<file path="src/rtl/pong_pkg.sv">
// Shared definitions for the pong game controller: state encoding, overlay codes,
// default game parameters and the two-digit BCD increment.
package pong_pkg;

   typedef enum logic [1:0] {
      ST_NEWGAME = 2'd0,
      ST_PLAY    = 2'd1,
      ST_NEWBALL = 2'd2,
      ST_OVER    = 2'd3
   } pong_state_t;

   localparam logic [1:0] TXT_NONE  = 2'b00;
   localparam logic [1:0] TXT_START = 2'b01;
   localparam logic [1:0] TXT_LOST  = 2'b10;
   localparam logic [1:0] TXT_OVER  = 2'b11;

   localparam int BALLS_DEF       = 3;
   localparam int TIMER_TICKS_DEF = 120;

   // Decimal increment of a two-digit BCD value; 99 wraps to 00.
   function automatic logic [7:0] bcd2_inc(input logic [7:0] v);
      logic [3:0] lo;
      logic [3:0] hi;
      lo = v[3:0];
      hi = v[7:4];
      if (lo == 4'd9) begin
         lo = 4'd0;
         hi = (hi == 4'd9) ? 4'd0 : hi + 4'd1;
      end else begin
         lo = lo + 4'd1;
      end
      return {hi, lo};
   endfunction

endpackage

</file>
<file path="src/rtl/bcd2_counter.sv">
// Two-digit BCD score counter with synchronous clear (priority) and increment.
module bcd2_counter
   import pong_pkg::*;
(
   input  logic       clk,
   input  logic       reset,
   input  logic       clr,
   input  logic       inc,
   output logic [7:0] bcd
);

   always_ff @(posedge clk or posedge reset) begin
      if (reset)
         bcd <= 8'h00;
      else if (clr)
         bcd <= 8'h00;
      else if (inc)
         bcd <= bcd2_inc(bcd);
   end

endmodule

</file>
<file path="src/rtl/pong_game_ctrl.sv">
// Pong game sequencing: start screen, play, ball-lost pause and game-over pause,
// with per-player BCD scores and a ball budget.
module pong_game_ctrl
   import pong_pkg::*;
#(
   parameter int BALLS       = BALLS_DEF,
   parameter int TIMER_TICKS = TIMER_TICKS_DEF
) (
   input  logic       clk,
   input  logic       reset,
   input  logic       refr_tick,
   input  logic       btn_any,
   input  logic       miss_l,
   input  logic       miss_r,
   output logic       graph_still,
   output logic [1:0] text_sel,
   output logic [7:0] score_l,
   output logic [7:0] score_r,
   output logic [1:0] balls_left
);

   localparam int TW = $clog2(TIMER_TICKS + 1);

   pong_state_t state, state_next;
   logic [TW-1:0] timer, timer_next;
   logic [1:0]    balls, balls_next;
   logic          btn_reg;
   logic          btn_rise;
   logic          inc_l, inc_r, clr_scores;

   assign btn_rise = btn_any & ~btn_reg;

   always_ff @(posedge clk or posedge reset) begin
      if (reset) begin
         state   <= ST_NEWGAME;
         timer   <= '0;
         balls   <= 2'(BALLS);
         btn_reg <= 1'b0;
      end else begin
         state   <= state_next;
         timer   <= timer_next;
         balls   <= balls_next;
         btn_reg <= btn_any;
      end
   end

   always_comb begin
      state_next = state;
      timer_next = timer;
      balls_next = balls;
      inc_l      = 1'b0;
      inc_r      = 1'b0;
      clr_scores = 1'b0;
      case (state)
         ST_NEWGAME: begin
            clr_scores = 1'b1;
            balls_next = 2'(BALLS);
            if (btn_rise)
               state_next = ST_PLAY;
         end
         ST_PLAY: begin
            // A simultaneous double miss is charged to the left side only.
            if (miss_l || miss_r) begin
               inc_r      = miss_l;
               inc_l      = ~miss_l;
               balls_next = balls - 2'd1;
               timer_next = TW'(TIMER_TICKS);
               state_next = (balls == 2'd1) ? ST_OVER : ST_NEWBALL;
            end
         end
         ST_NEWBALL: begin
            if (refr_tick && timer != '0)
               timer_next = timer - 1'b1;
            if (btn_rise && timer == '0)
               state_next = ST_PLAY;
         end
         default: begin
            if (refr_tick && timer != '0)
               timer_next = timer - 1'b1;
            // Clear on the way out so NEWGAME never shows the old scores.
            if (timer == '0) begin
               state_next = ST_NEWGAME;
               clr_scores = 1'b1;
               balls_next = 2'(BALLS);
            end
         end
      endcase
   end

   bcd2_counter u_score_l (
      .clk   (clk),
      .reset (reset),
      .clr   (clr_scores),
      .inc   (inc_l),
      .bcd   (score_l)
   );

   bcd2_counter u_score_r (
      .clk   (clk),
      .reset (reset),
      .clr   (clr_scores),
      .inc   (inc_r),
      .bcd   (score_r)
   );

   always_comb begin
      graph_still = (state != ST_PLAY);
      case (state)
         ST_NEWGAME: text_sel = TXT_START;
         ST_PLAY:    text_sel = TXT_NONE;
         ST_NEWBALL: text_sel = TXT_LOST;
         default:    text_sel = TXT_OVER;
      endcase
   end

   assign balls_left = balls;

endmodule
</file>
<file path="config.mk">
export PLATFORM = sky130hd
export DESIGN_NAME = pong_game_ctrl
export DESIGN_NICKNAME = d
export VERILOG_FILES = /design/src/rtl/pong_pkg.sv /design/src/rtl/bcd2_counter.sv /design/src/rtl/pong_game_ctrl.sv
export SDC_FILE = /design/constraint.sdc
export NUM_CORES = 1
export LEC_CHECK = 0
export CAP_MARGIN = 5
export CORE_AREA = 2 2 80 82
export CTS_BUF_LIST = sky130_fd_sc_hd__clkbuf_4
export CTS_CLUSTER_DIAMETER = 50
export DETAILED_ROUTE_END_ITERATION = 10
export DIE_AREA = 0 0 82 84
export RECOVER_POWER = 50
export SYNTH_ARGS = -nofsm -noshare
export SYNTH_HDL_FRONTEND = slang
export SYNTH_SLANG_ARGS = --single-unit
</file>
<file path="constraint.sdc">
create_clock -name clk -period 4.5 [get_ports clk]
set_clock_uncertainty 0.2 [all_clocks]
set_input_delay 0.675 -clock clk [delete_from_list [all_inputs] [get_ports clk]]
set_output_delay 0.675 -clock clk [all_outputs]
set_load 0.005 [all_outputs]
</file>
# Yosys cells after proc, flatten, opt, wreduce, memory -nomap -nowiden
# Cells that the tools add are included.
[op_classes] add_sub_neg=6 eq_ne=11 muxes=29 bitwise_logic=5 reduce_logical=19
[op_table] operator="$mux W8" count=4
[op_table] operator="$mux W4" count=6
[op_table] operator="$pmux W2 S3" count=3
[op_table] operator="$add A4 B1 Y4 const B" count=4
[op_table] operator="$eq A4 B4 Y1 const B" count=4
[op_table] operator="$mux W7" count=2
[op_table] operator="$pmux W7 S2" count=1
[op_table] operator="$mux W2" count=6
[op_table] operator="$reduce_bool A2 Y1" count=5
[op_table] operator="$logic_not A7 Y1" count=1
[op_table] operator="$reduce_bool A7 Y1" count=1
[op_table] operator="$sub A7 B1 Y7 const B" count=1
[op_table] operator="$mux W1" count=6
[op_table] operator="$ne A2 B2 Y1 const B" count=3
[op_table] operator="$reduce_and A3 Y1" count=2
[op_table] operator="$eq A2 B1 Y1 const B" count=2
[op_table] operator="$not A1 Y1" count=4
[op_table] operator="$reduce_and A2 Y1" count=2
[op_table] operator="$reduce_and A4 Y1" count=1
[op_table] operator="$reduce_bool A4 Y1" count=1
[op_table] operator="$reduce_bool A3 Y1" count=1
[op_table] operator="$eq A2 B2 Y1 const B" count=1
[op_table] operator="$logic_and A1 B1 Y1" count=2
[op_table] operator="$logic_not A2 Y1" count=1
[op_table] operator="other kinds (6)" count=6
[totals] regBits=28 input_bits=6 output_inout_bits=21 wordCells=78

# Logic depth before layout (Yosys ltp)
[logic_depth] ltp_word=5 mapped_depth=8 mapped_depth_nobuf=6

# Cells and area by module
# A second synthesis with hierarchy kept.
[hier_totals] hier_cells=182 area_unflattened_um2=1820.5
[modules_own_cells] module="bcd2_counter" instances=2 cells_each=48 area_each_um2=503.0 seq_area_each_um2=200.2
[modules_own_cells] module="pong_game_ctrl" instances=1 cells_each=86 area_each_um2=814.5 seq_area_each_um2=302.8

# Least setup slack after synthesis
# OpenSTA, ideal clock, no wires.
[synth_timing] kind="reg2out" start="register state[1]" end="output graph_still" arrival_time_ns=1.210 required_ns=3.625 path_slack_ns=2.415 path_stages_with_launch=6 path_buffers=2 cell_sequence="dfrtp_1 > inv_1 > ha_1 > buf_2 > clkbuf_1 > inv_1"
[synth_via] elab_chain_len=1
[synth_lines] item="from (decl)" line="pong_game_ctrl.sv:24" text="pong_state_t state, state_next;"
[synth_lines] item="from (signal assigned)" line="pong_game_ctrl.sv:40" text="state <= state_next;"
[synth_lines] item="$ne A2 B1 Y1" line="pong_game_ctrl.sv:107" text="graph_still = (state != ST_PLAY);"
[synth_lines] item="to (decl)" line="pong_game_ctrl.sv:15" text="output logic graph_still,"
# No other way between the ends.

# Final worst setup path
# Same ends and word-level chain as after synthesis.

==> results by group <==
Power
  • Final total power: 0.000979 W
  • Sequential power share: 39.7%
  • P_leak: between 0.9 and 1 nW
  • Cell Pwr Density: 472 mW/mm^2
  • Max VDD drop: 335 uV
  • Clock power frac: roughly 11%
  • Switching power: 0.000410 W
  • Switching part of the total: 41.9%
  • Int Power: 0.000569 W
  • Gate power share: 49.1%

Synthesis
  • Synth top area share: 38.2%
  • Post-Syn Area: 0.00170 sq mm
  • Adder-cell share of the synthesized area: 11.0%
  • Post-synthesis xor/xnor area fraction: 0%
  • Post-Syn Instances: 182
  • Largest area contributor in the netlist: dfrtp_1
  • Syn Area/Cell: 9.36 sq um
  • Main synth FF type: dfrtp_1
  • EDFF count, synth: 0
  • Mapped Nets: 203
  • Register area share after synthesis: 41.3%
  • Area contributors post-synth: dfrtp_1 (38%), ha_1 (11%), nor2_1 (5.1%)
  • Distinct cells, synth: 38
  • Synth cell count leaders: dfrtp_1 (26), nor2_1 (23), ha_1 (15), a21oi_1 (14), inv_1 (14)
  • Ys async rst share: between 90% and 100%
  • Mux contribution to synthesized area: 5.66%
  • Synth Register Bits: 28
  • Compound-Gate Fraction of Synth Area: between 10% and 20%
  • Main combinational cell family by area after synthesis: simple AND/OR/NAND/NOR gates
  • Post-synthesis simple-gate area fraction: 20.5%
  • Top-count cell post-synth: dfrtp_1
  • Synth warn: 0

GRT
  • Number of global-route vias before repair: 1260
  • Grt total ovfl: 0
  • Gr usage total: 11.4%
  • Pin count of the biggest net entering global routing: 21
  • First-pass GRT wire length: about 6200 microns
  • Initial antenna violation count: 0

Finish
  • Layout area overhead: 21.7%
  • Share of cells above drive strength 1: 4.81%
  • Ant diodes: 0
  • Top Registers: u_score_l.bcd: 8 flops, u_score_r.bcd: 8 flops, timer: 7 flops
  • Non-filler instance count after layout: ~290
  • Fill cells: 624
  • Nets: 230

Critical path
  • Critical Path RT: 3.62 ns
  • R2R depth: 6
  • Crit. End Element: output pin
  • Crit-path max FO: 18
  • Setup crit start kind: flop
  • Worst Setup EP: graph_still
  • Worst EP arrival: 2.19 ns
  • R2r endpoint: timer[3]
  • R2R setup slack: 1.98 ns
  • Reg-to-reg startpoint: state[1]
  • Critical Setup Path Class: flop to output pin
  • Critical Path Start: state[1]

Clock network
  • CTS root buf: clkbuf_4
  • Clock Tree Buf Depth: 2
  • CTS tree: done
  • Setup Buffers After CTS: 0
  • Clock sinks: 28
  • Hold Buf Count CTS: 0
  • Clock-pin slew of the registers on the worst-case setup and hold paths: around 0.15 ns
  • H-tree Lvls: 1
  • Cts repair resizes: 0
  • CTS buffer count: 3
  • Clk_lat worst skew: 0.33 ns

Route
  • Routed WL: 3630 microns
  • Wire per inst: between 10 and 15 microns
  • Vias per Instance: 4.89
  • DR DRC count: 0
  • Starting DRC count in detailed routing: 72
  • First-pass DRT Iterations: 4
  • Vias: 1394
  • Post-DRT Antenna Nets: 0

STA
  • Fmax achieved: 326 MHz
  • Pins Over Slew Limit: 0
  • Final setup vio count: 0
  • Fin. Hold Viols: 0
  • Final TNS setup: 0 ns
  • Worst-margin pin slew: 0.774 ns
  • Fin crit share: roughly 68%
  • Crit path setup slack, layout: 1.43 ns
  • Slew margin rel.: 48.3%
  • Min cycle time layout: 3.07 ns
  • RSZ-0062 raised after global routing: false
  • Hold_ws: 0.312 ns

Floorplan
  • Die Y: 84 microns
  • DIE AREA: around 0.007 sq mm
  • I/O Pins: 27
  • Core Area: 0.00610 sq mm
  • Starting Density: between 20% and 30%
  • Die width: roughly 82 microns
  • Rows: 29

Place
  • GP Congestion: roughly 0.75
  • IO Port Bufs: 26
  • Pre-CTS WS: 1.81 ns
  • Placed Cells: 281
  • Hpwl dp: roughly 2700 microns

Run status
  • Outcome: completed

Hold path
  • Hold path start: balls_left[1]
  • Worst Hold Class: flop to flop

Job
  • Max-cap violations: 0
[final cells by class]
class	count	area, sq um	area share (%)
Tap cell	77	96.3	4.65
Sequential cell	28	703	33.9
Clock inverter	1	3.75	0.181
Clock buffer	3	22.5	1.09
Inverter	14	52.6	2.54
Multi-Input combinational cell	134	922	44.5
Timing Repair Buffer	28	272	13.1
[per-layer routing]
metal	up-vias	share of wire [%]	GRT usage, %
met4	0	0.74	2.27
li1	701	-	-
met3	4	4.4	2.71
met1	656	47	15.3
met2	33	48	18.4
met5	-	0	0
[stage by stage]
stage | cell area (sq um) | utilization, %
3_3_place_gp | 2050 | 33.6
3_5_place_dp | 2050 | 33.6
4_1_cts | 2080 | 34.1
5_1_grt | 2070 | 34.0
6_report | 2070 | 34.0
2_1_floorplan | 1700 | -
[power by group through the flow]
stage / Combinational [W] / Sequential [W] / Clock (W)
2_1_floorplan: 0.000323 / 0.000379 / 0
3_3_place_gp: 0.000476 / 0.000394 / 0
3_5_place_dp: 0.000486 / 0.000393 / 0
4_1_cts: 0.000490 / 0.000389 / 0.000119
5_1_grt: 0.000546 / 0.000402 / 0.000131
6_report: 0.000481 / 0.000389 / 0.000109
[logic make-up after synthesis]
| group | after synthesis |
|---|---|
| muxes | 9 |
| AOI/OAI and AO/OA | 44 |
| and+or+nand+nor | 66 |
| adders and majority gates | 15 |
| buffers and inverters | 20 |
| DFF | 28 |
[critical path, stage by stage, from the launching register on]
cell             delay [ns]
dfrtp_1                0.49
inv_1                  0.13
ha_1                   0.54
inv_1                  0.21
clkdlybuf4s50_1        0.49
[layout by cell type, fill, tap and decap left out, types with 3 or more instances in the layout]
master	instances
a211o_1	3
a211oi_1	3
a21oi_1	14
and3b_1	6
clkbuf_4	3
clkdlybuf4s50_1	20
dfrtp_1	26
dlygate4sd3_1	6
ha_1	15
inv_1	14
mux2i_1	7
nand2_1	11
nand3_1	6
nor2_1	23
nor3_1	8
o21ai_0	8
o31ai_1	4
[worst min-delay path by stage]
stage,end,slack (ns),depth (start not counted)
floorplan,balls_left[1],0.28,2
global placement,balls_left[1],0.30,2
detailed placement,balls_left[1],0.30,2
CTS,balls_left[1],0.32,2
global route,balls_left[1],0.37,2
finish,balls_left[1],0.31,2
(Power assumes the default switching activity.)
